==> config.mk <==
export PLATFORM = sky130hd
export DESIGN_NAME = instruction_sequencer
export DESIGN_NICKNAME = d
export VERILOG_FILES = /design/src/rtl/td4_pkg.sv /design/src/rtl/insn_decoder.sv /design/src/rtl/instruction_sequencer.sv
export SDC_FILE = /design/constraint.sdc
export NUM_CORES = 1
export LEC_CHECK = 0
export ABC_CLOCK_PERIOD_IN_PS = 2200
export CAP_MARGIN = 5
export CORE_MARGIN = 8
export CORE_UTILIZATION = 42
export DETAILED_ROUTE_END_ITERATION = 8
export PLACE_DENSITY = 0.82
export SYNTH_ARGS = -nofsm -noshare
export SYNTH_HDL_FRONTEND = slang
export SYNTH_HIERARCHICAL = 1
export SYNTH_SLANG_ARGS = --single-unit
==> constraint.sdc <==
create_clock -name CLK -period 2.2 [get_ports CLK]
set_input_delay 0.44 -clock CLK [delete_from_list [all_inputs] [get_ports CLK]]
set_output_delay 0.44 -clock CLK [all_outputs]
set_load 0.1 [all_outputs]
==> src/rtl/td4_pkg.sv <==
// rtl/td4_pkg.sv - shared opcode, ALU select and state encodings for the TD4 sequencer
package td4_pkg;

    typedef enum logic [1:0] {
        ST_IDLE  = 2'b00,
        ST_FETCH = 2'b01,
        ST_EXEC  = 2'b10,
        ST_HALT  = 2'b11
    } state_e;

    localparam logic [1:0] SEL_A    = 2'b00;
    localparam logic [1:0] SEL_B    = 2'b01;
    localparam logic [1:0] SEL_IN   = 2'b10;
    localparam logic [1:0] SEL_ZERO = 2'b11;

    localparam logic [3:0] OP_ADD_A   = 4'h0;
    localparam logic [3:0] OP_MOV_A_B = 4'h1;
    localparam logic [3:0] OP_IN_A    = 4'h2;
    localparam logic [3:0] OP_MOV_A   = 4'h3;
    localparam logic [3:0] OP_MOV_B_A = 4'h4;
    localparam logic [3:0] OP_ADD_B   = 4'h5;
    localparam logic [3:0] OP_IN_B    = 4'h6;
    localparam logic [3:0] OP_MOV_B   = 4'h7;
    localparam logic [3:0] OP_OUT_B   = 4'h9;
    localparam logic [3:0] OP_OUT_IMM = 4'hB;
    localparam logic [3:0] OP_JNC     = 4'hE;
    localparam logic [3:0] OP_JMP     = 4'hF;

endpackage

==> src/rtl/insn_decoder.sv <==
// rtl/insn_decoder.sv - combinational opcode decode to load enables, ALU select and jump-taken
module insn_decoder
    import td4_pkg::*;
#(
    parameter int W = 4
) (
    input  logic [W-1:0] opcode_i,
    input  logic         carry_i,
    output logic         ld_a_n_o,
    output logic         ld_b_n_o,
    output logic         ld_out_n_o,
    output logic [1:0]   sel_o,
    output logic         jump_taken_o,
    output logic         carry_we_o
);

    always_comb begin
        ld_a_n_o     = 1'b1;
        ld_b_n_o     = 1'b1;
        ld_out_n_o   = 1'b1;
        sel_o        = SEL_ZERO;
        jump_taken_o = 1'b0;
        carry_we_o   = 1'b1;
        case (opcode_i)
            W'(OP_ADD_A):   begin ld_a_n_o   = 1'b0; sel_o = SEL_A;    end
            W'(OP_MOV_A_B): begin ld_a_n_o   = 1'b0; sel_o = SEL_B;    end
            W'(OP_IN_A):    begin ld_a_n_o   = 1'b0; sel_o = SEL_IN;   end
            W'(OP_MOV_A):   begin ld_a_n_o   = 1'b0; sel_o = SEL_ZERO; end
            W'(OP_MOV_B_A): begin ld_b_n_o   = 1'b0; sel_o = SEL_A;    end
            W'(OP_ADD_B):   begin ld_b_n_o   = 1'b0; sel_o = SEL_B;    end
            W'(OP_IN_B):    begin ld_b_n_o   = 1'b0; sel_o = SEL_IN;   end
            W'(OP_MOV_B):   begin ld_b_n_o   = 1'b0; sel_o = SEL_ZERO; end
            W'(OP_OUT_B):   begin ld_out_n_o = 1'b0; sel_o = SEL_B;    end
            W'(OP_OUT_IMM): begin ld_out_n_o = 1'b0; sel_o = SEL_ZERO; end
            W'(OP_JNC):     begin jump_taken_o = ~carry_i; carry_we_o = 1'b0; end
            W'(OP_JMP):     begin jump_taken_o = 1'b1;     carry_we_o = 1'b0; end
            // Undefined opcodes fall through as NOP and leave the carry alone
            default:        carry_we_o = 1'b0;
        endcase
    end

endmodule

==> src/rtl/instruction_sequencer.sv <==
// rtl/instruction_sequencer.sv - fetch/execute sequencer driving an external program counter
module instruction_sequencer
    import td4_pkg::*;
#(
    parameter int bitWidth = 4
) (
    input  logic                  CLK,
    input  logic                  CLR,
    input  logic                  RUN,
    input  logic [2*bitWidth-1:0] INSN,
    input  logic [bitWidth-1:0]   PC_Q,
    input  logic                  CY_IN,
    output logic                  PC_CS,
    output logic [bitWidth-1:0]   PC_D,
    output logic                  LD_A_N,
    output logic                  LD_B_N,
    output logic                  LD_OUT_N,
    output logic [1:0]            SEL,
    output logic [bitWidth-1:0]   IMM,
    output logic                  CARRY,
    output logic                  HALTED
);

    state_e                state_q, state_d;
    logic [2*bitWidth-1:0] ir_q, ir_d;
    logic                  carry_q, carry_d;

    logic                  dec_ld_a_n, dec_ld_b_n, dec_ld_out_n;
    logic                  dec_jump, dec_carry_we;

    assign IMM   = ir_q[bitWidth-1:0];
    assign CARRY = carry_q;

    insn_decoder #(
        .W (bitWidth)
    ) u_insn_decoder (
        .opcode_i     (ir_q[2*bitWidth-1:bitWidth]),
        .carry_i      (carry_q),
        .ld_a_n_o     (dec_ld_a_n),
        .ld_b_n_o     (dec_ld_b_n),
        .ld_out_n_o   (dec_ld_out_n),
        .sel_o        (SEL),
        .jump_taken_o (dec_jump),
        .carry_we_o   (dec_carry_we)
    );

    always_ff @(posedge CLK or negedge CLR) begin
        if (!CLR) begin
            state_q <= ST_IDLE;
            ir_q    <= '0;
            carry_q <= 1'b0;
        end else begin
            state_q <= state_d;
            ir_q    <= ir_d;
            carry_q <= carry_d;
        end
    end

    always_comb begin
        state_d = state_q;
        ir_d    = ir_q;
        carry_d = carry_q;
        case (state_q)
            ST_IDLE: begin
                if (RUN) state_d = ST_FETCH;
            end
            ST_FETCH: begin
                ir_d    = INSN;
                state_d = ST_EXEC;
            end
            ST_EXEC: begin
                if (dec_carry_we) carry_d = CY_IN;
                // A taken jump onto its own address can never make progress
                if (dec_jump && (IMM == PC_Q)) state_d = ST_HALT;
                else if (RUN)                  state_d = ST_FETCH;
                else                           state_d = ST_IDLE;
            end
            ST_HALT: state_d = ST_HALT;
            default: state_d = ST_IDLE;
        endcase
    end

    // Outside EXEC the PC reloads its own value so it holds still
    always_comb begin
        PC_CS    = 1'b0;
        PC_D     = PC_Q;
        LD_A_N   = 1'b1;
        LD_B_N   = 1'b1;
        LD_OUT_N = 1'b1;
        HALTED   = 1'b0;
        case (state_q)
            ST_EXEC: begin
                LD_A_N   = dec_ld_a_n;
                LD_B_N   = dec_ld_b_n;
                LD_OUT_N = dec_ld_out_n;
                if (dec_jump) PC_D  = IMM;
                else          PC_CS = 1'b1;
            end
            ST_HALT: HALTED = 1'b1;
            default: ;
        endcase
    end

endmodule

==> flow_summary.ini, run 1 <==
[detailed_routing]
ant_nets = 0
wl_per_cell_um = 15.48
drc_errors = 0
drt_iter0_drc = 5
finalWirelength_mm = 1.672
avgViaCountPerCell = 4.981
vias = 538
firstDrtPassIters = 4

[final_layout]
multi_input_area_um2 = 344.1
drive_gt1_frac = 0.4239
diodes = 0
layout.nets = 109
syn_to_final_growth_pct = 63.00
fin_cells = 108
regArea_um2 = 277.8
fillers = 107

[placement]
hpwl_mm = 1.392
dp_cells = 104
gp_congestion = 0.7255
portBuffers = 31

[clocking]
cts_buffer_depth = 2
cts_tree = yes
post-cts-setup-buffer-count = 0
numCtsBuffers = 3
clock_latency_ns = 0.27
clk_pin_slew_worst_paths_ns = 0.07
h-tree-depth = 1
clock_sinks = 11
cts-root-buf = clkbuf_4

[critical_path]
r2r_end = state_q[1]$_DFFE_PN0P_
max_stage_delay_ns = 0.40
cp_max_fo = 6
worstSetupPathType = register to primary output
crit_arrival_ns = 1.63
setup.worst_path.end_class = primary output
slowest_stage = dfrtp_1
cp_cell_sequence = and2b_1, nand2_2, mux2_2, buf_12
required_ns = 1.76
r2r-start = ir_q[6]$_DFFE_PN0N_
path_delay_family = simple AND/OR/NAND/NOR gates
reg2reg_depth = 6
path_buf_inv = 1
cp-start-kind = register
r2r_setup_slack_ns = 0.57

[die]
core_area_um2 = 1489
ios = 32
num_rows = 14
die_h_um = 55.62
dieWidth_um = 55.62
start_util = 0.4429
dieArea_um2 = 3094

[synth]
yosysUniqueCellTypes = 21
yosys_warnings = 6
yosysSeqAreaShare = 0.4175
syn_area_um2 = 659.4
synth-seq-cells = 11
synth_area_leaders = dfrtp_1, mux2_2, nand2b_1
synth.net_count = 77
synthCells = 61
yosysMostFrequentCell = mux2_2
yosys.area.top_type = dfrtp_1
yosysTopAreaCellShare = 0.4175
synth_edf_count = 0
syn_area_per_cell_um2 = 10.81
synthArstFlopShare = 1.000
netlist_top_cells_count = mux2_2, dfrtp_1, nand2b_1
synth_ff_type = dfrtp_1

[global_routing]
grtUsageTotal = 0.1157
grt_max_degree = 12
grt-ovfl-total = 0
antenna_found_initial = 0
grt_pass1_wl_mm = 2.877
grt_pass1_vias = 587

[sta]
post-route-period-util = 0.9421
max_freq_mhz = 482.5
skew_ns = 0.004529
maxSlewViolCount = 0
finalSetupViolCount = 0
period_needed_ns = 2.073
worst_pin_slew_ns = 0.5142
slew_headroom = 0.6561
hold_viol = 0

[status]
status = complete, no violations

[min_path]
min_path_type = primary input to async pin

[job]
max_cap_viol_count = 0
[worst reg2reg max path: cells and delay by family (launching register included)]
| family | cells | cell delay (ns) |
|---|---|---|
| AOI/OAI and AO/OA | 3 | 0.78 |
| buffers and inverters | 1 | 0.17 |
| DFF | 1 | 0.42 |
| and+or+nand+nor | 2 | 0.17 |
[sequential cells by signal (all words and copies together) (netlist names)]
signal,cells
CARRY,1
ir_q,8
state_q,2
[cell usage in the layout (no fill, tap or decap), drive strengths merged]
cell type and instances:
a2111o 1, a21o 1, a21oi 2, and2 1
and2b 2, buf 17, clkbuf 3, clkdlybuf4s50 15
clkinv 1, dfrtp 11, inv 4, mux2 13
nand2 4, nand2b 6, nand3 1, nand3b 1
nor2b 2, o221ai 1, o31ai 2, or2 2
or2b 1, xor2 1
[layout make-up]
type / instances / area share
tap: 16 / 0.01863
timing repair buffer: 32 / 0.3632
multi-input combinational: 41 / 0.3201
clock inverter: 1 / 0.004657
clock buffer: 3 / 0.02095
inverter: 4 / 0.01397
sequential: 11 / 0.2584
[stage by stage]
step	worst slack [ns]	hold WS, ns	utilization	cell area (um^2)	setup TNS [ns]
2_1_floorplan	0.02880	0.1444	-	668.1	0
3_3_place_gp	0.4005	0.5009	0.7008	1044	0
3_5_place_dp	0.3595	0.5256	0.7008	1044	0
4_1_cts	0.05415	0.5120	0.7193	1071	0
5_1_grt	-0.01730	0.5466	0.7218	1075	-0.04975
6_report	0.1273	0.5047	0.7218	1075	0
[worst max-delay path by stage]
stage,depth (start not counted),slack (ns),to,startpoint
3_3_place_gp,3,0.40,PC_D[3],PC_Q[3]
3_5_place_dp,5,0.36,PC_D[3],ir_q[7]$_DFFE_PN0N_
2_1_floorplan,3,0.03,PC_D[0],CARRY$_DFFE_PN0P_
4_1_cts,5,0.05,PC_D[3],ir_q[7]$_DFFE_PN0N_
6_report,4,0.13,PC_D[3],state_q[0]$_DFFE_PN0P_
5_1_grt,5,-0.02,PC_D[0],ir_q[7]$_DFFE_PN0N_
[cell families (layout without fill, tap and decap cells)]
logic type	after synthesis	in the layout	share of synthesized area
AO/OA/AOI/OAI	7	7	0.07970
XOR/XNOR	1	1	0.01329
buffers and inverters	9	40	0.07589
flip-flops	11	11	0.4175
multiplexers	13	13	0.2220
AND/OR/NAND/NOR	20	20	0.1916
[per-layer routing]
metal	GRT usage	wire, um	up-vias
li1	-	-	265
met1	0.1214	674	252
met2	0.1891	830	19
met3	0.07078	153	2
met4	0.03169	14	0
met5	0	0	-
[what timing repair did]
action	in CTS	in global routing
resized for setup	0	2
hold buffers	0	0
endpoints found under the setup margin	0	4
hold endpoints to repair	0	0
Power of run 1 is not shown: default switching activity piles up to over one toggle a cycle in this logic, so the estimate is an artifact.
==> run 2, diff against run 1 <==
--- a/config.mk
+++ b/config.mk
@@ -6,7 +6,6 @@
 export NUM_CORES = 1
 export LEC_CHECK = 0
 export ABC_CLOCK_PERIOD_IN_PS = 2200
-export CAP_MARGIN = 5
 export CORE_MARGIN = 8
 export CORE_UTILIZATION = 42
 export DETAILED_ROUTE_END_ITERATION = 8
==> results of run 2 <==
The final DEF is identical to that of run 1; final timing and power are the same.
Power of run 2 is left out for the same reason.
